`src/rtl/sid_bus_master.sv`:
```
// SID bus master: queues CPU writes, services one pending read, and
// sequences SID chip-select/write strobes against a free-running 1 MHz
// sid_clk derived from the 32 MHz system clock.
module sid_bus_master #(
    parameter int unsigned FIFO_DEPTH = 4,
    parameter int unsigned CS_START   = 20
) (
    input  logic       clk32,
    input  logic       rst_n,
    input  logic       wr_stb,
    input  logic [4:0] wr_addr,
    input  logic [7:0] wr_data,
    input  logic       rd_stb,
    input  logic [4:0] rd_addr,
    output logic [7:0] rd_data,
    output logic       rd_done,
    output logic       n_wait,
    output logic       fifo_full,
    output logic       fifo_empty,
    output logic       overflow,
    output logic       sid_clk,
    output logic       sid_rst,
    output logic [4:0] sid_a,
    output logic [7:0] sid_d_out,
    output logic       sid_d_oe,
    input  logic [7:0] sid_d_in,
    output logic       sid_cs,
    output logic       sid_wr
);

    localparam int unsigned PW = $clog2(FIFO_DEPTH);
    localparam int unsigned CW = PW + 1;
    localparam logic [CW-1:0] FULL_CNT = CW'(FIFO_DEPTH);
    localparam logic [CW-1:0] C_ONE    = CW'(1);
    localparam logic [PW-1:0] P_ONE    = PW'(1);
    localparam logic [4:0]    CS_CNT   = 5'(CS_START);

    typedef enum logic [2:0] {S_IDLE, S_LOAD, S_ARM, S_ACTIVE, S_DONE} state_t;

    state_t        state_q, state_d;
    logic [4:0]    cnt_q, cnt_d;
    logic [12:0]   mem_q [FIFO_DEPTH];
    logic [PW-1:0] wptr_q, rptr_q;
    logic [CW-1:0] count_q, count_d;
    logic [CW-1:0] ahead_q, ahead_d;
    logic          rd_pend_q, rd_pend_d;
    logic [4:0]    rd_addr_q;
    logic          op_rd_q;
    logic [4:0]    op_a_q;
    logic [7:0]    op_d_q;
    logic [7:0]    rd_data_q;
    logic          rd_done_q, n_wait_q, overflow_q;
    logic [4:0]    sid_a_q;
    logic [7:0]    sid_d_out_q;
    logic          sid_d_oe_q, sid_cs_q, sid_wr_q;
    logic          enq, deq, rd_acc;
    logic          start_rd, start_wr, load_go, cs_fall, finish, done_go;

    assign cnt_d      = cnt_q + 5'd1;
    assign fifo_full  = (count_q == FULL_CNT);
    assign fifo_empty = (count_q == '0);
    assign enq        = wr_stb && !fifo_full;
    assign rd_acc     = rd_stb && !rd_pend_q;
    assign deq        = start_wr;

    assign rd_data   = rd_data_q;
    assign rd_done   = rd_done_q;
    assign n_wait    = n_wait_q;
    assign overflow  = overflow_q;
    assign sid_clk   = cnt_q[4];
    assign sid_rst   = rst_n;
    assign sid_a     = sid_a_q;
    assign sid_d_out = sid_d_out_q;
    assign sid_d_oe  = sid_d_oe_q;
    assign sid_cs    = sid_cs_q;
    assign sid_wr    = sid_wr_q;

    // Queue occupancy and the count of writes that must finish before the pending read.
    // ahead_q snapshots the post-edge occupancy at read acceptance, so a write in the
    // same cycle is counted ahead and later writes are serviced after the read.
    always_comb begin
        count_d = count_q;
        unique case ({enq, deq})
            2'b10:   count_d = count_q + C_ONE;
            2'b01:   count_d = count_q - C_ONE;
            default: count_d = count_q;
        endcase
        ahead_d = ahead_q;
        if (rd_acc)
            ahead_d = count_d;
        else if (rd_pend_q && deq)
            ahead_d = ahead_q - C_ONE;
        rd_pend_d = rd_pend_q;
        if (rd_acc)
            rd_pend_d = 1'b1;
        else if (finish && op_rd_q)
            rd_pend_d = 1'b0;
    end

    // Access sequencer next-state and per-state action strobes.
    always_comb begin
        state_d  = state_q;
        start_rd = 1'b0;
        start_wr = 1'b0;
        load_go  = 1'b0;
        cs_fall  = 1'b0;
        finish   = 1'b0;
        done_go  = 1'b0;
        unique case (state_q)
            S_IDLE: begin
                if (rd_pend_q && (ahead_q == '0)) begin
                    start_rd = 1'b1;
                    state_d  = S_LOAD;
                end else if (!fifo_empty) begin
                    start_wr = 1'b1;
                    state_d  = S_LOAD;
                end
            end
            S_LOAD: begin
                load_go = 1'b1;
                state_d = S_ARM;
            end
            S_ARM: begin
                if (cnt_d == CS_CNT) begin
                    cs_fall = 1'b1;
                    state_d = S_ACTIVE;
                end
            end
            S_ACTIVE: begin
                if (cnt_d == '0) begin
                    finish  = 1'b1;
                    state_d = S_DONE;
                end
            end
            S_DONE: begin
                done_go = 1'b1;
                state_d = S_IDLE;
            end
            default: state_d = S_IDLE;
        endcase
    end

    // State register.
    always_ff @(posedge clk32 or negedge rst_n) begin
        if (!rst_n) state_q <= S_IDLE;
        else        state_q <= state_d;
    end

    // Queue storage; validity is tracked by the pointers, so no reset is needed.
    always_ff @(posedge clk32) begin
        if (enq) mem_q[wptr_q] <= {wr_addr, wr_data};
    end

    // SID clock divider, queue pointers and read bookkeeping.
    always_ff @(posedge clk32 or negedge rst_n) begin
        if (!rst_n) begin
            cnt_q      <= 5'd16;
            wptr_q     <= '0;
            rptr_q     <= '0;
            count_q    <= '0;
            ahead_q    <= '0;
            rd_pend_q  <= 1'b0;
            rd_addr_q  <= '0;
            overflow_q <= 1'b0;
        end else begin
            cnt_q     <= cnt_d;
            count_q   <= count_d;
            ahead_q   <= ahead_d;
            rd_pend_q <= rd_pend_d;
            if (enq) wptr_q <= wptr_q + P_ONE;
            if (deq) rptr_q <= rptr_q + P_ONE;
            if (wr_stb && fifo_full) overflow_q <= 1'b1;
            if (rd_acc) rd_addr_q <= rd_addr;
        end
    end

    // Operation latch and SID bus pin drivers.
    always_ff @(posedge clk32 or negedge rst_n) begin
        if (!rst_n) begin
            op_rd_q     <= 1'b0;
            op_a_q      <= '0;
            op_d_q      <= '0;
            sid_a_q     <= '0;
            sid_d_out_q <= '0;
            sid_d_oe_q  <= 1'b0;
            sid_cs_q    <= 1'b1;
            sid_wr_q    <= 1'b1;
            rd_data_q   <= '0;
            rd_done_q   <= 1'b0;
            n_wait_q    <= 1'b1;
        end else begin
            rd_done_q <= 1'b0;
            if (rd_acc) n_wait_q <= 1'b0;
            if (start_rd) begin
                op_rd_q <= 1'b1;
                op_a_q  <= rd_addr_q;
                op_d_q  <= '0;
            end
            if (start_wr) begin
                op_rd_q          <= 1'b0;
                {op_a_q, op_d_q} <= mem_q[rptr_q];
            end
            if (load_go) begin
                sid_a_q <= op_a_q;
                if (!op_rd_q) begin
                    sid_d_out_q <= op_d_q;
                    sid_d_oe_q  <= 1'b1;
                    sid_wr_q    <= 1'b0;
                end
            end
            if (cs_fall) sid_cs_q <= 1'b0;
            if (finish) begin
                sid_cs_q <= 1'b1;
                sid_wr_q <= 1'b1;
                if (op_rd_q) begin
                    rd_data_q <= sid_d_in;
                    rd_done_q <= 1'b1;
                    n_wait_q  <= 1'b1;
                end
            end
            if (done_go) sid_d_oe_q <= 1'b0;
        end
    end

endmodule

```
`config.mk`:
```
export PLATFORM = sky130hd
export DESIGN_NAME = sid_bus_master
export DESIGN_NICKNAME = d
export VERILOG_FILES = /design/src/rtl/sid_bus_master.sv
export SDC_FILE = /design/constraint.sdc
export NUM_CORES = 1
export LEC_CHECK = 0
export ABC_AREA = 1
export BUFFER_PORTS_ARGS = -buffer_cell sky130_fd_sc_hd__buf_2
export CORE_MARGIN = 3
export CORE_UTILIZATION = 30
export DETAILED_ROUTE_END_ITERATION = 10
export HOLD_SLACK_MARGIN = 0.12
export PLACE_DENSITY = 0.49
export RECOVER_POWER = 25
export SETUP_SLACK_MARGIN = 0.05
export SYNTH_ARGS = -nofsm -noshare
export SYNTH_HDL_FRONTEND = slang
export SYNTH_SLANG_ARGS = --single-unit
```
`constraint.sdc`:
```
create_clock -name clk32 -period 2.87 [get_ports clk32]
set_input_delay 0.1435 -clock clk32 [delete_from_list [all_inputs] [get_ports clk32]]
set_output_delay 0.1435 -clock clk32 [all_outputs]
set_load 0.05 [all_outputs]
```
==> insert_results.sql <==
INSERT INTO impl_metrics (metric_group, metric, value, unit) VALUES
('run_status', 'outcome', 'finished, final reports clean', ''),
('setup_path', 'cp-start-kind', 'flip-flop', ''),
('floorplan', 'num_io_pins', '61', ''),
('setup_path', 'timing.critical_path.required', '3160', 'ps'),
('clocking', 'clock_sinks', '117', ''),
('pwr', 'power_leakage', '2.73', 'nW'),
('clocking', 'post_cts_sizing_count', '0', ''),
('clocking', 'clock_input_transition_at_the_sequential_cells_of_the_worst_setup_and_hold_paths', '50', 'ps'),
('yosys', 'synth_area', '4790', 'sq um'),
('cells_and_area', 'layout.filler_cells', '1565', ''),
('pwr', 'sequentialPowerShare', '37.7', '%'),
('floorplan', 'die_w', '132', 'um'),
('sta', 'total_negative_setup_slack', '0', 'ps'),
('pwr', 'p_sw_share', '35.1', '%'),
('yosys', 'syn_nets', '488', ''),
('floorplan', 'die_area', '17500', 'sq um'),
('global_route', 'grt_start_max_net_pins', '45', ''),
('clocking', 'cts_setup_buffers', '0', ''),
('clocking', 'clock_tree.htree_level_count', '4', ''),
('floorplan', 'initial_core_util', '31.0', '%'),
('yosys', 'synth_ff_type', 'sky130_fd_sc_hd__dfrtp_1', ''),
('yosys', 'synth_seq_cells', '117', ''),
('cells_and_area', 'layout_commonest_cell', 'sky130_fd_sc_hd__nand2_1', ''),
('floorplan', 'die-height', '132', 'um'),
('sta', 'finalMaxSlewViolations', '0', ''),
('sta', 'grt_setup_unrepaired', 'no', ''),
('pwr', 'netSwitchingPower', '0.00225', 'W'),
('detailed_routing', 'initialDrtViolationCount', '250', ''),
('global_route', 'first_global_vias', '3442', ''),
('pwr', 'power.share.combinational', '28.8', '%'),
('sta', 'timing.final.crit_share', '77.8', '%'),
('clocking', 'cts_root_buffer', 'sky130_fd_sc_hd__clkbuf_16', ''),
('placed_design', 'place_congestion', '0.755', ''),
('detailed_routing', 'avgViaCountPerCell', '4.36', ''),
('placed_design', 'port-buffer-count', '60', ''),
('yosys', 'asyncSetResetFlopFracSynth', '55.6', '%'),
('cells_and_area', 'layout.cells.most_common_list', 'sky130_fd_sc_hd__nand2_1, sky130_fd_sc_hd__dfrtp_1, sky130_fd_sc_hd__o21ai_0', ''),
('floorplan', 'floorplan.rows', '45', ''),
('yosys', 'synth.lib_cells_used.distinct', '32', ''),
('clocking', 'cts-buffers-inserted', '17', ''),
('pwr', 'fin_total_pwr', '0.00640', 'W'),
('clocking', 'clk-insertion-delay-late', '420', 'ps'),
('detailed_routing', 'postRouteAntennaNets', '0', ''),
('sta', 'max-slew-margin-rel', '19.3', '%'),
('cells_and_area', 'area_growth', '29.9', '%'),
('global_route', 'grt_total_ovfl', '0', ''),
('sta', 'timing_worst_slew_pin_value', '1210', 'ps'),
('detailed_routing', 'firstDrtPassIters', '4', ''),
('sta', 'final-hold-violation-count', '0', ''),
('setup_path', 'critical_path.endpoint_type', 'flip-flop', ''),
('pwr', 'vdd_drop_max', '0.425', 'mV'),
('cells_and_area', 'post_route_cells_drive_above_1_share', '17.1', '%'),
('yosys', 'synth-seq-area-share', '66.7', '%'),
('sta', 'min_period', '2230', 'ps'),
('cells_and_area', 'layout.nets', '590', ''),
('yosys', 'synth_enable_flop_cells', '52', ''),
('detailed_routing', 'detail_route.wirelength', '10.5', 'mm'),
('pwr', 'p_int', '0.00415', 'W'),
('placed_design', 'dp_hpwl', '6.85', 'mm'),
('sta', 'timing.fmax', '448', 'MHz'),
('clocking', 'post_cts_hold_buffer_count', '29', ''),
('worst_hold_path', 'holdCritPathClass', 'flip-flop to flip-flop', ''),
('cells_and_area', 'insertedDiodeCount', '0', ''),
('flow_run', 'maxCapViolCount', '0', ''),
('yosys', 'synthesis.area_per_instance', '10.7', 'sq um'),
('global_route', 'global_route.usage.total', '12.8', '%'),
('global_route', 'antenna_violations_before_repair', '0', ''),
('yosys', 'syn_inst', '448', ''),
('global_route', 'grt_pass1_wl', '17.4', 'mm'),
('pwr', 'power.density', '1030', 'nW/um^2'),
('setup_path', 'arrival_time_worst_endpoint', '2520', 'ps'),
('yosys', 'synth.yosys.warnings', '0', ''),
('sta', 'setup_viol', '0', ''),
('detailed_routing', 'vias', '3378', ''),
('sta', 'fin_worst_skew', '18.2', 'ps'),
('clocking', 'cts_buffer_depth', '2', ''),
('setup_path', 'path_class', 'flip-flop to flip-flop', ''),
('pwr', 'pwr-share-clk', '33.6', '%'),
('floorplan', 'placeableCoreArea', '15400', 'sq um'),
('detailed_routing', 'post_drt_wl_per_cell', '13.5', 'um'),
('clocking', 'cts_tree', 'done', ''),
('setup_path', 'critical_path_peak_fanout', '8', ''),
('detailed_routing', 'drt_drc_violations_left', '0', '');
[area by class of cell]
type	count	area [sq um]	area share, %
sequential	117	3190	51.3
multi-input combinational	260	1310	21.1
timing repair buffer	98	641	10.3
clock buffer	22	444	7.14
tap	211	264	4.24
inverter	56	213	3.42
clock inverter	10	156	2.51
[sequential cells by signal, summed over array words and instances, names as in the netlist]
signal and cells:
ahead_q 3, cnt_q 5, count_q 3, mem_q 52, n_wait 1, op_a_q 5
op_d_q 8, op_rd_q 1, overflow 1, rd_addr_q 5, rd_data 8, rd_done 1
rd_pend_q 1, rptr_q 2, sid_a 5, sid_cs 1, sid_d_oe 1, sid_d_out 8
sid_wr 1, state_q 3, wptr_q 2
[per-stage QoR]
step	cells	util [%]	setup WS [ps]	hold slack (ps)	area [sq um]
2_1_floorplan	448	-	239	-152	4790
3_3_place_gp	713	34.7	668	138	5350
3_5_place_dp	713	34.7	625	149	5350
4_1_cts	774	40.4	603	245	6240
5_1_grt	774	40.3	364	474	6220
6_report	774	40.3	638	460	6220
[critical path: stages (launching register included)]
cell and delay, ps:
sky130_fd_sc_hd__dfrtp_1 400, sky130_fd_sc_hd__nor3_2 230, sky130_fd_sc_hd__inv_1 60, sky130_fd_sc_hd__nand2_1 230, sky130_fd_sc_hd__ha_1 200, sky130_fd_sc_hd__inv_1 60, sky130_fd_sc_hd__fa_1 370, sky130_fd_sc_hd__a21oi_1 140
sky130_fd_sc_hd__o21ai_0 100, sky130_fd_sc_hd__xor2_1 160, sky130_fd_sc_hd__nand2_1 70, sky130_fd_sc_hd__nand3_1 80
[logic make-up (layout without fill, tap and decap cells)]
group,after synthesis,count (layout),synth area share (%)
xor+xnor,4,4,0.732
flops,117,117,66.7
fa+ha+maj,10,10,2.77
buf+inv,71,186,6.06
simple gates,165,165,14.6
compound gates,81,81,9.15
[final timing paths]
| kind | slack (ps) | to | depth (start not counted) | from |
|---|---|---|---|---|
| setup reg to reg | 640 | ahead_q[2] | 11 | count_q[1] |
| min in group asynchronous | 510 | rd_done | 2 | rst_n |
| max in group asynchronous | 1140 | sid_d_out[5] | 3 | rst_n |
| hold reg to reg | 460 | overflow | 1 | overflow |
| hold / removal | 460 | overflow | 1 | overflow |
| setup / recovery | 640 | ahead_q[2] | 11 | count_q[1] |
[Yosys cell counts (3+ instances only)]
library cell               instances  share of area (%)
sky130_fd_sc_hd__dfrtp_1          61                 32
sky130_fd_sc_hd__o21ai_1           4               0.42
sky130_fd_sc_hd__nand4_1          12                1.6
sky130_fd_sc_hd__nand2_1          93                7.3
sky130_fd_sc_hd__inv_1            53                4.2
sky130_fd_sc_hd__nand3_1           9               0.94
sky130_fd_sc_hd__clkbuf_1          5               0.39
sky130_fd_sc_hd__o22ai_1           8                1.0
sky130_fd_sc_hd__nor2_1           42                3.3
sky130_fd_sc_hd__o21ai_0          60                6.3
sky130_fd_sc_hd__edfxtp_1         52                 33
sky130_fd_sc_hd__xor2_1            3               0.55
sky130_fd_sc_hd__dfstp_2           4                2.2
sky130_fd_sc_hd__buf_2             7               0.73
sky130_fd_sc_hd__ha_1              9                2.4
sky130_fd_sc_hd__o221ai_1          4               0.73
[metal layers]
layer  track usage, %  part of all wire, %  vias to the layer above  wire [um]
met5                0                    0                        -          0
met4             5.89                  1.1                        0        119
met3             3.85                  4.4                       10        465
met2             18.9                   46                       75       4770
met1             17.2                   49                     1594       5110
li1                 -                    -                     1699          -
[power groups by stage]
stage          Sequential [W]  Clock (W)  Combinational, W
6_report              0.00241    0.00215           0.00184
5_1_grt               0.00246    0.00228           0.00207
4_1_cts               0.00242    0.00220           0.00187
3_5_place_dp          0.00244          0           0.00183
3_3_place_gp          0.00244          0           0.00181
2_1_floorplan         0.00271          0           0.00102
No activity file was read; power rests on OpenSTA's default activity.
